File: src/rtl/apb_master_bridge_if.sv
// Bundle of the command/response handshake and APB bus signals around apb_master_bridge.
// The master modport is the bridge's view; the slave modport is its environment's view.
interface apb_master_bridge_if #(
   parameter int ADDR_WIDTH = 32,
   parameter int DATA_WIDTH = 32
);
   // Command accepted on any PCLK edge with cmd_valid & cmd_ready; the command fields must
   // be held stable while cmd_valid is high and not yet accepted. rsp_valid is a one-cycle
   // pulse with no backpressure.
   logic                  cmd_valid;
   logic                  cmd_ready;
   logic                  cmd_write;
   logic [ADDR_WIDTH-1:0] cmd_addr;
   logic [DATA_WIDTH-1:0] cmd_wdata;
   logic                  rsp_valid;
   logic [DATA_WIDTH-1:0] rsp_rdata;
   logic                  rsp_err;
   logic                  busy;
   logic [ADDR_WIDTH-1:0] PADDR;
   logic                  PSEL;
   logic                  PENABLE;
   logic                  PWRITE;
   logic [DATA_WIDTH-1:0] PWDATA;
   logic [DATA_WIDTH-1:0] PRDATA;
   logic                  PREADY;
   logic                  PSLVERR;

   modport master (
      input  cmd_valid, cmd_write, cmd_addr, cmd_wdata, PRDATA, PREADY, PSLVERR,
      output cmd_ready, rsp_valid, rsp_rdata, rsp_err, busy,
             PADDR, PSEL, PENABLE, PWRITE, PWDATA
   );

   modport slave (
      output cmd_valid, cmd_write, cmd_addr, cmd_wdata, PRDATA, PREADY, PSLVERR,
      input  cmd_ready, rsp_valid, rsp_rdata, rsp_err, busy,
             PADDR, PSEL, PENABLE, PWRITE, PWDATA
   );
endinterface

File: src/rtl/apb_master_bridge.sv
// Single-outstanding APB master: valid/ready command in, APB SETUP/ACCESS out, one-cycle response.
// Optional ACCESS-phase timeout enabled by defining APB_TIMEOUT_EN.
module apb_master_bridge #(
   parameter int ADDR_WIDTH     = 32,
   parameter int DATA_WIDTH     = 32,
   parameter int TIMEOUT_CYCLES = 16
) (
   input  logic                PCLK,
   input  logic                PRESETn,
   apb_master_bridge_if.master bus,
   output logic [1:0]          state_dbg
);

   typedef enum logic [1:0] {
      IDLE   = 2'd0,
      SETUP  = 2'd1,
      ACCESS = 2'd2
   } state_t;

   state_t state;

`ifdef APB_TIMEOUT_EN
   localparam int CNT_W = (TIMEOUT_CYCLES > 2) ? $clog2(TIMEOUT_CYCLES) : 1;
   localparam logic [CNT_W-1:0] CNT_LAST = CNT_W'(TIMEOUT_CYCLES - 1);
   logic [CNT_W-1:0] wait_cnt;
`endif

   assign bus.cmd_ready = (state == IDLE);
   assign bus.busy      = (state != IDLE);
   assign state_dbg     = state;

   always_ff @(posedge PCLK or negedge PRESETn) begin
      if (!PRESETn) begin
         state         <= IDLE;
         bus.PSEL      <= 1'b0;
         bus.PENABLE   <= 1'b0;
         bus.PWRITE    <= 1'b0;
         bus.PADDR     <= '0;
         bus.PWDATA    <= '0;
         bus.rsp_valid <= 1'b0;
         bus.rsp_err   <= 1'b0;
         bus.rsp_rdata <= '0;
`ifdef APB_TIMEOUT_EN
         wait_cnt      <= '0;
`endif
      end else begin
         bus.rsp_valid <= 1'b0;
         case (state)
            IDLE: begin
               if (bus.cmd_valid) begin
                  bus.PADDR   <= bus.cmd_addr;
                  bus.PWDATA  <= bus.cmd_wdata;
                  bus.PWRITE  <= bus.cmd_write;
                  bus.PSEL    <= 1'b1;
                  bus.PENABLE <= 1'b0;
                  state       <= SETUP;
               end
            end
            SETUP: begin
               bus.PENABLE <= 1'b1;
               state       <= ACCESS;
`ifdef APB_TIMEOUT_EN
               wait_cnt    <= '0;
`endif
            end
            ACCESS: begin
               // A ready slave wins over a timeout landing on the same edge.
               if (bus.PREADY) begin
                  bus.PSEL      <= 1'b0;
                  bus.PENABLE   <= 1'b0;
                  bus.rsp_valid <= 1'b1;
                  bus.rsp_err   <= bus.PSLVERR;
                  bus.rsp_rdata <= bus.PWRITE ? '0 : bus.PRDATA;
                  state         <= IDLE;
               end
`ifdef APB_TIMEOUT_EN
               else if (wait_cnt == CNT_LAST) begin
                  bus.PSEL      <= 1'b0;
                  bus.PENABLE   <= 1'b0;
                  bus.rsp_valid <= 1'b1;
                  bus.rsp_err   <= 1'b1;
                  bus.rsp_rdata <= '0;
                  state         <= IDLE;
               end else begin
                  wait_cnt <= wait_cnt + CNT_W'(1);
               end
`endif
            end
            default: begin
               bus.PSEL    <= 1'b0;
               bus.PENABLE <= 1'b0;
               state       <= IDLE;
            end
         endcase
      end
   end

endmodule

File: src/flat_wrapper.sv
// flat-port wrapper written by rule: the top's interface ports become plain ports
module apb_master_bridge_flat 
#(
   parameter int ADDR_WIDTH     = 32,
   parameter int DATA_WIDTH     = 32,
   parameter int TIMEOUT_CYCLES = 16
)
  (PCLK, PRESETn, state_dbg, bus_cmd_valid, bus_cmd_write, bus_cmd_addr, bus_cmd_wdata, bus_PRDATA, bus_PREADY, bus_PSLVERR, bus_cmd_ready, bus_rsp_valid, bus_rsp_rdata, bus_rsp_err, bus_busy, bus_PADDR, bus_PSEL, bus_PENABLE, bus_PWRITE, bus_PWDATA);
  apb_master_bridge_if #(.ADDR_WIDTH(ADDR_WIDTH), .DATA_WIDTH(DATA_WIDTH)) bus_i ();
  input  logic PCLK;
  input  logic PRESETn;
  output logic [1:0] state_dbg;
  input wire logic [$bits(bus_i.cmd_valid)-1:0] bus_cmd_valid;
  input wire logic [$bits(bus_i.cmd_write)-1:0] bus_cmd_write;
  input wire logic [$bits(bus_i.cmd_addr)-1:0] bus_cmd_addr;
  input wire logic [$bits(bus_i.cmd_wdata)-1:0] bus_cmd_wdata;
  input wire logic [$bits(bus_i.PRDATA)-1:0] bus_PRDATA;
  input wire logic [$bits(bus_i.PREADY)-1:0] bus_PREADY;
  input wire logic [$bits(bus_i.PSLVERR)-1:0] bus_PSLVERR;
  output wire logic [$bits(bus_i.cmd_ready)-1:0] bus_cmd_ready;
  output wire logic [$bits(bus_i.rsp_valid)-1:0] bus_rsp_valid;
  output wire logic [$bits(bus_i.rsp_rdata)-1:0] bus_rsp_rdata;
  output wire logic [$bits(bus_i.rsp_err)-1:0] bus_rsp_err;
  output wire logic [$bits(bus_i.busy)-1:0] bus_busy;
  output wire logic [$bits(bus_i.PADDR)-1:0] bus_PADDR;
  output wire logic [$bits(bus_i.PSEL)-1:0] bus_PSEL;
  output wire logic [$bits(bus_i.PENABLE)-1:0] bus_PENABLE;
  output wire logic [$bits(bus_i.PWRITE)-1:0] bus_PWRITE;
  output wire logic [$bits(bus_i.PWDATA)-1:0] bus_PWDATA;
  assign bus_i.cmd_valid = bus_cmd_valid;
  assign bus_i.cmd_write = bus_cmd_write;
  assign bus_i.cmd_addr = bus_cmd_addr;
  assign bus_i.cmd_wdata = bus_cmd_wdata;
  assign bus_i.PRDATA = bus_PRDATA;
  assign bus_i.PREADY = bus_PREADY;
  assign bus_i.PSLVERR = bus_PSLVERR;
  assign bus_cmd_ready = bus_i.cmd_ready;
  assign bus_rsp_valid = bus_i.rsp_valid;
  assign bus_rsp_rdata = bus_i.rsp_rdata;
  assign bus_rsp_err = bus_i.rsp_err;
  assign bus_busy = bus_i.busy;
  assign bus_PADDR = bus_i.PADDR;
  assign bus_PSEL = bus_i.PSEL;
  assign bus_PENABLE = bus_i.PENABLE;
  assign bus_PWRITE = bus_i.PWRITE;
  assign bus_PWDATA = bus_i.PWDATA;
  apb_master_bridge #(.ADDR_WIDTH(ADDR_WIDTH), .DATA_WIDTH(DATA_WIDTH), .TIMEOUT_CYCLES(TIMEOUT_CYCLES)) u_core (.PCLK(PCLK), .PRESETn(PRESETn), .bus(bus_i), .state_dbg(state_dbg));
endmodule
File: config.mk
export PLATFORM = sky130hd
export DESIGN_NAME = apb_master_bridge_flat
export DESIGN_NICKNAME = d
export VERILOG_FILES = /design/src/rtl/apb_master_bridge_if.sv /design/src/rtl/apb_master_bridge.sv /design/src/flat_wrapper.sv
export SDC_FILE = /design/constraint.sdc
export NUM_CORES = 1
export LEC_CHECK = 0
export ABC_AREA = 1
export BUFFER_PORTS_ARGS = -buffer_cell sky130_fd_sc_hd__clkbuf_2
export CAP_MARGIN = 0
export CORE_MARGIN = 2
export CORE_UTILIZATION = 45
export CTS_CLUSTER_SIZE = 10
export DETAILED_ROUTE_END_ITERATION = 12
export PLACE_DENSITY = 0.77
export SLEW_MARGIN = 20
export SYNTH_ARGS = -nofsm -noshare
export SYNTH_HDL_FRONTEND = slang
export SYNTH_SLANG_ARGS = --single-unit
export TNS_END_PERCENT = 50
File: constraint.sdc
create_clock -name PCLK -period 1.67 [get_ports PCLK]
set_clock_uncertainty 0.15 [all_clocks]
set_input_delay 0.167 -clock PCLK [delete_from_list [all_inputs] [get_ports PCLK]]
set_output_delay 0.167 -clock PCLK [all_outputs]
set_load 0.05 [all_outputs]
# ---- After elaboration in Yosys (flattened, before gate mapping)
# Cells that the tools add are included.
dict set report totals {
  regBits 103
  input_bits 102
  out_inout_bits 105
  elab_cells 31
}
dict set report op_classes {
  n_eq_ne 4
  mux 11
  n_bitwise 1
  reduce_logical 6
}
# op n
set ops {}
lappend ops {{$mux W32} 1}
lappend ops {{$pmux W1 S3} 2}
lappend ops {{$pmux W2 S3} 1}
lappend ops {{$reduce_and A2 Y1} 3}
lappend ops {{$mux W1} 5}
lappend ops {{$mux W2} 2}
lappend ops {{$ne A2 B2 Y1 const B} 2}
lappend ops {{$reduce_and A3 Y1} 1}
lappend ops {{$eq A2 B1 Y1 const B} 1}
lappend ops {{$eq A2 B2 Y1 const B} 1}
lappend ops {{$logic_not A2 Y1} 1}
lappend ops {{$reduce_bool A2 Y1} 1}
lappend ops {{$not A1 Y1} 1}

# ---- Logic depth before layout (Yosys ltp)
dict set report logic_depth {
  depth_word 3
  ltp_mapped 6
  mapped_depth_nobuf 5
}

# ---- Worst setup path before layout
# Ideal clock, no wire load.
dict set report synth_path {
  kind {reg-to-output}
  start {register u_core.state[0], in the netlist u_core.state_dbg[0]}
  end {output bus_busy}
  t_arrival_ns 1.447
  t_required_ns 1.353
  path_slack_ns -0.094
  stages_incl_launch_ff 4
  n_path_buf 1
  cell_sequence {dfrtp_1 -> nor2_4 -> buf_2 -> inv_1}
}
dict set report synth_via {
  elab_chain_cells 1
}
# element line
set synth_rtl {}
lappend synth_rtl {{start: declaration} apb_master_bridge.sv:20} ;# state_t state;
lappend synth_rtl {{start signal: assignment} apb_master_bridge.sv:34} ;# state <= IDLE;
lappend synth_rtl {{start signal: assignment} apb_master_bridge.sv:56} ;# state <= SETUP;
lappend synth_rtl {{start signal: assignment} apb_master_bridge.sv:61} ;# state <= ACCESS;
lappend synth_rtl {{$reduce_bool A2 Y1} apb_master_bridge.sv:29} ;# assign bus.busy = (state != IDLE);
lappend synth_rtl {{end: declaration} flat_wrapper.sv:24} ;# output wire logic [$bits(bus_i.busy)-1:0] bus_busy;
# No other way between the ends.

# ---- Worst setup path after layout
dict set report layout_path {
  start {register u_core.state[0], in the netlist u_core.state_dbg[0]}
  end {output bus_cmd_ready}
}
dict set report layout_via {
  elab_chain_cells 1
}
# element line
set layout_rtl {}
lappend layout_rtl {{$logic_not A2 Y1} apb_master_bridge.sv:28} ;# assign bus.cmd_ready = (state == IDLE);
lappend layout_rtl {{end: declaration} flat_wrapper.sv:20} ;# output wire logic [$bits(bus_i.cmd_ready)-1:0] bus_cmd_ready;
# No other way between the ends.

==> results.txt <==
Crit end category = primary output
Leakage = 3.60 nW
Endpoints failing hold = 0
Layout area overhead = 61.1%
Combinational fraction of design power = 0.586
EDFF count, synth = 0
Largest family of logic cells by synthesized area = simple AND/OR/NAND/NOR gates
Vias in the first global route = 4508
Maximum root-to-sink buffer count = 2
CP Data Required Time = 1.35 ns
Flops & latches, synth = 102
Syn Std Cell Area = 4020 um^2
Total of max-cap violations = 0
Clk pwr share = 0.112
DR iter-0 viols = 291
Layout fillers = 580
Status = completed
Seq/Total Area, Yosys = 0.635
Fin. max-slew vios = 0
Complex-gate fraction of the synthesized area = 0.0411
Crit path max fanout = 13
Biggest area consumer among synthesized cells = dfrtp_1
CP cell instances = nor2_4, buf_12, buf_12
Max VDD drop = 1.47 mV
I/O pin cnt = 207
Top-count cell post-synth = nand2_1
Clock sinks = 102
DRT Wirelength = 13800 um
Root Driver = clkbuf_8
Top delay family on crit path = flip-flops
CP Launch Type = flop
P_int = 6.31 mW
Sw Share = 0.555
Synth Flop Type = dfrtp_1
Vias per std cell = 5.09
Die width = 98.5 um
Share of cells above drive strength 1 = 0.331
CTS tree = yes
Worst rel slew slack = 0.672
# rows = 34
Min cycle time layout = 1.64 ns
Max stage delay on crit path = 0.45 ns
Cells after synthesis = 442
Buf/Inv on CP = 2
HP Class = input pin to flop
Simple-gate portion of the synthesized area = 0.273
Met3 wire len = 1200 um
Starting Density = 0.463
Post-DP HPWL = 7620 um
Diodes inserted = 0
RSZ-0062 raised after global routing = yes
Average wire per standard cell = 16.2 um
CTS H-tree depth = 3
Setup_tns = 0 ns
Top sig layer = met4
Kind of critical path = flop to primary output
Async set-or-reset flop fraction in the synthesized netlist = 1.00
Die area = 9710 um^2
Worst skew pair latency = 0.35 ns
Placed insts = 737
Top cells by count, synth = nand2_1 (198), dfrtp_1 (102), nand3_1 (66)
First drt pass iteration count = 5
GRT overflow = 0
Synth Net Count = 544
Fin crit share = 0.981
Switch Pwr = 7.87 mW
First-pass GRT wire length = 22300 um
Highest Clock Rate = 610 MHz
Reg clk slew, reported paths = 0.09 ns
Met2 WL = 7090 um
Library cells used by synthesis = 14
Seq pwr share = 0.302
Synth Area in Adders = 0
Fraction of synthesized area in multiplexers = 0
Via count = 4365
Syn. warnings = 0
Most frequent CP cell = buf_12
Number of I/O port buffers = 206
Initial antenna violation count = 0
Flop-to-flop setup slack = 0.03 ns
Final antenna-violating net count = 0
Num CTS Buffers = 9
Largest cells by area after synthesis = dfrtp_1 (63%), nand2_1 (18%), nand3_1 (8.2%)
Largest net degree at the start of global routing = 67
Area of the core = 8680 um^2
Power per cell area = 2190 nW/um^2
Final Non-Filler Cells = 857
Overall routing resource usage = 0.288
Die Height = 98.5 um
Routability cong. = 0.791
Final-report setup violation count = 0
DRC viols = 0
DRT met1 WL = 5120 um
Arrival time at the worst endpoint = 1.32 ns
Fin nets = 846
Area fraction of the dominant cell type after synthesis = 0.635
Slowest CP cell = dfrtp_2
Worst-Margin Slew = 0.493 ns
Post-Syn Area per Cell = 9.10 um^2
Synth Area in XOR/XNOR = 0
worst register-to-register path, cell delays in order (launching register included):
cell and delay, ns:
dfrtp_2 0.45, nor2_4 0.21, buf_4 0.14, buf_4 0.12, nand2_2 0.08, buf_12 0.19
nand2_2 0.11, nand2_1 0.08
routing by layer:
| layer | global-route usage | vias to the layer above |
|---|---|---|
| met5 | 0 | - |
| met4 | 0.124 | 0 |
| met3 | 0.0667 | 44 |
| met2 | 0.501 | 252 |
| met1 | 0.344 | 2061 |
| li1 | - | 2008 |
power by group through the flow:
| stage | Sequential (mW) | Combinational, mW | Clock [mW] |
|---|---|---|---|
| finish | 4.28 | 8.31 | 1.59 |
| global route | 4.40 | 8.78 | 1.71 |
| CTS | 4.21 | 8.08 | 1.63 |
| detailed placement | 4.24 | 7.65 | 0 |
| global placement | 4.20 | 7.52 | 0 |
| floorplan | 8.06 | 1.90 | 0 |
cells by family after synthesis:
logic type      after synthesis
simple gates                268
flops                       102
buf+inv                      39
compound gates               33
cell type report:
| cell class | count | area, um^2 | share of cell area |
|---|---|---|---|
| Inverter | 7 | 30.0 | 0.00464 |
| Clock inverter | 4 | 55.1 | 0.00850 |
| Timing Repair Buffer | 323 | 2280 | 0.351 |
| Sequential cell | 102 | 2550 | 0.395 |
| Multi-Input combinational cell | 301 | 1280 | 0.197 |
| Clock buffer | 12 | 145 | 0.0224 |
| Tap cell | 108 | 135 | 0.0209 |
layout by cell type, fill, tap and decap left out, types with 2 or more instances in the layout:
cell and n:
o21ai_1 11, dfrtp_2 2, nand2_1 193, o21ai_0 21
dfrtp_1 100, buf_4 11, clkbuf_2 203, nor2_1 3
nand2_2 5, clkbuf_8 10, inv_1 6, nand3_1 65
clkbuf_1 2, buf_6 3, buf_12 6, dlygate4sd3_1 99
clkinvlp_4 2
per-stage QoR:
| step | util | hold WS (ns) | total power, mW | setup WS (ns) | area [um^2] |
|---|---|---|---|---|---|
| 2_1_floorplan | - | -0.279 | 9.96 | 0.0000346 | 4030 |
| 3_3_place_gp | 0.596 | 0.0104 | 11.7 | 0.261 | 5170 |
| 3_5_place_dp | 0.596 | 0.0182 | 11.9 | 0.193 | 5170 |
| 4_1_cts | 0.742 | 0.00413 | 13.9 | 0.0321 | 6440 |
| 5_1_grt | 0.746 | 0.0397 | 14.9 | -0.0403 | 6470 |
| 6_report | 0.746 | 0.0258 | 14.2 | 0.0313 | 6470 |
flip-flops by register name, summed over array words and instances (netlist names):
signal and flops:
u_core.bus.PADDR 32, u_core.bus.PENABLE 1, u_core.bus.PSEL 1, u_core.bus.PWDATA 32, u_core.bus.PWRITE 1, u_core.bus.rsp_err 1
u_core.bus.rsp_rdata 32, u_core.bus.rsp_valid 1, u_core.state_dbg 1
path summary, 6_finish.rpt:
path / start / to / cells after the start
setup / recovery: u_core.state_dbg[0] / bus_cmd_ready / 3
max in group asynchronous: PRESETn / u_core.bus.rsp_rdata[26] / 3
hold reg to reg: u_core.bus.PADDR[18] / u_core.bus.PADDR[18] / 2
hold / removal: bus_PREADY / u_core.bus.PENABLE / 4
setup reg to reg: u_core.state_dbg[0] / u_core.bus.PWDATA[27] / 7
min in group asynchronous: PRESETn / u_core.bus.PADDR[23] / 2
what timing repair did:
action                                  in CTS  in global routing
gates resized for setup                      5                 11
setup buffers                                4                  0
cloned                                       1                  0
pin swaps                                    1                  1
hold buffers                                99                  0
endpoints found under the setup margin       2                 47
endpoints found under the hold margin      154                  0
No activity file was read; power rests on OpenSTA's default activity.
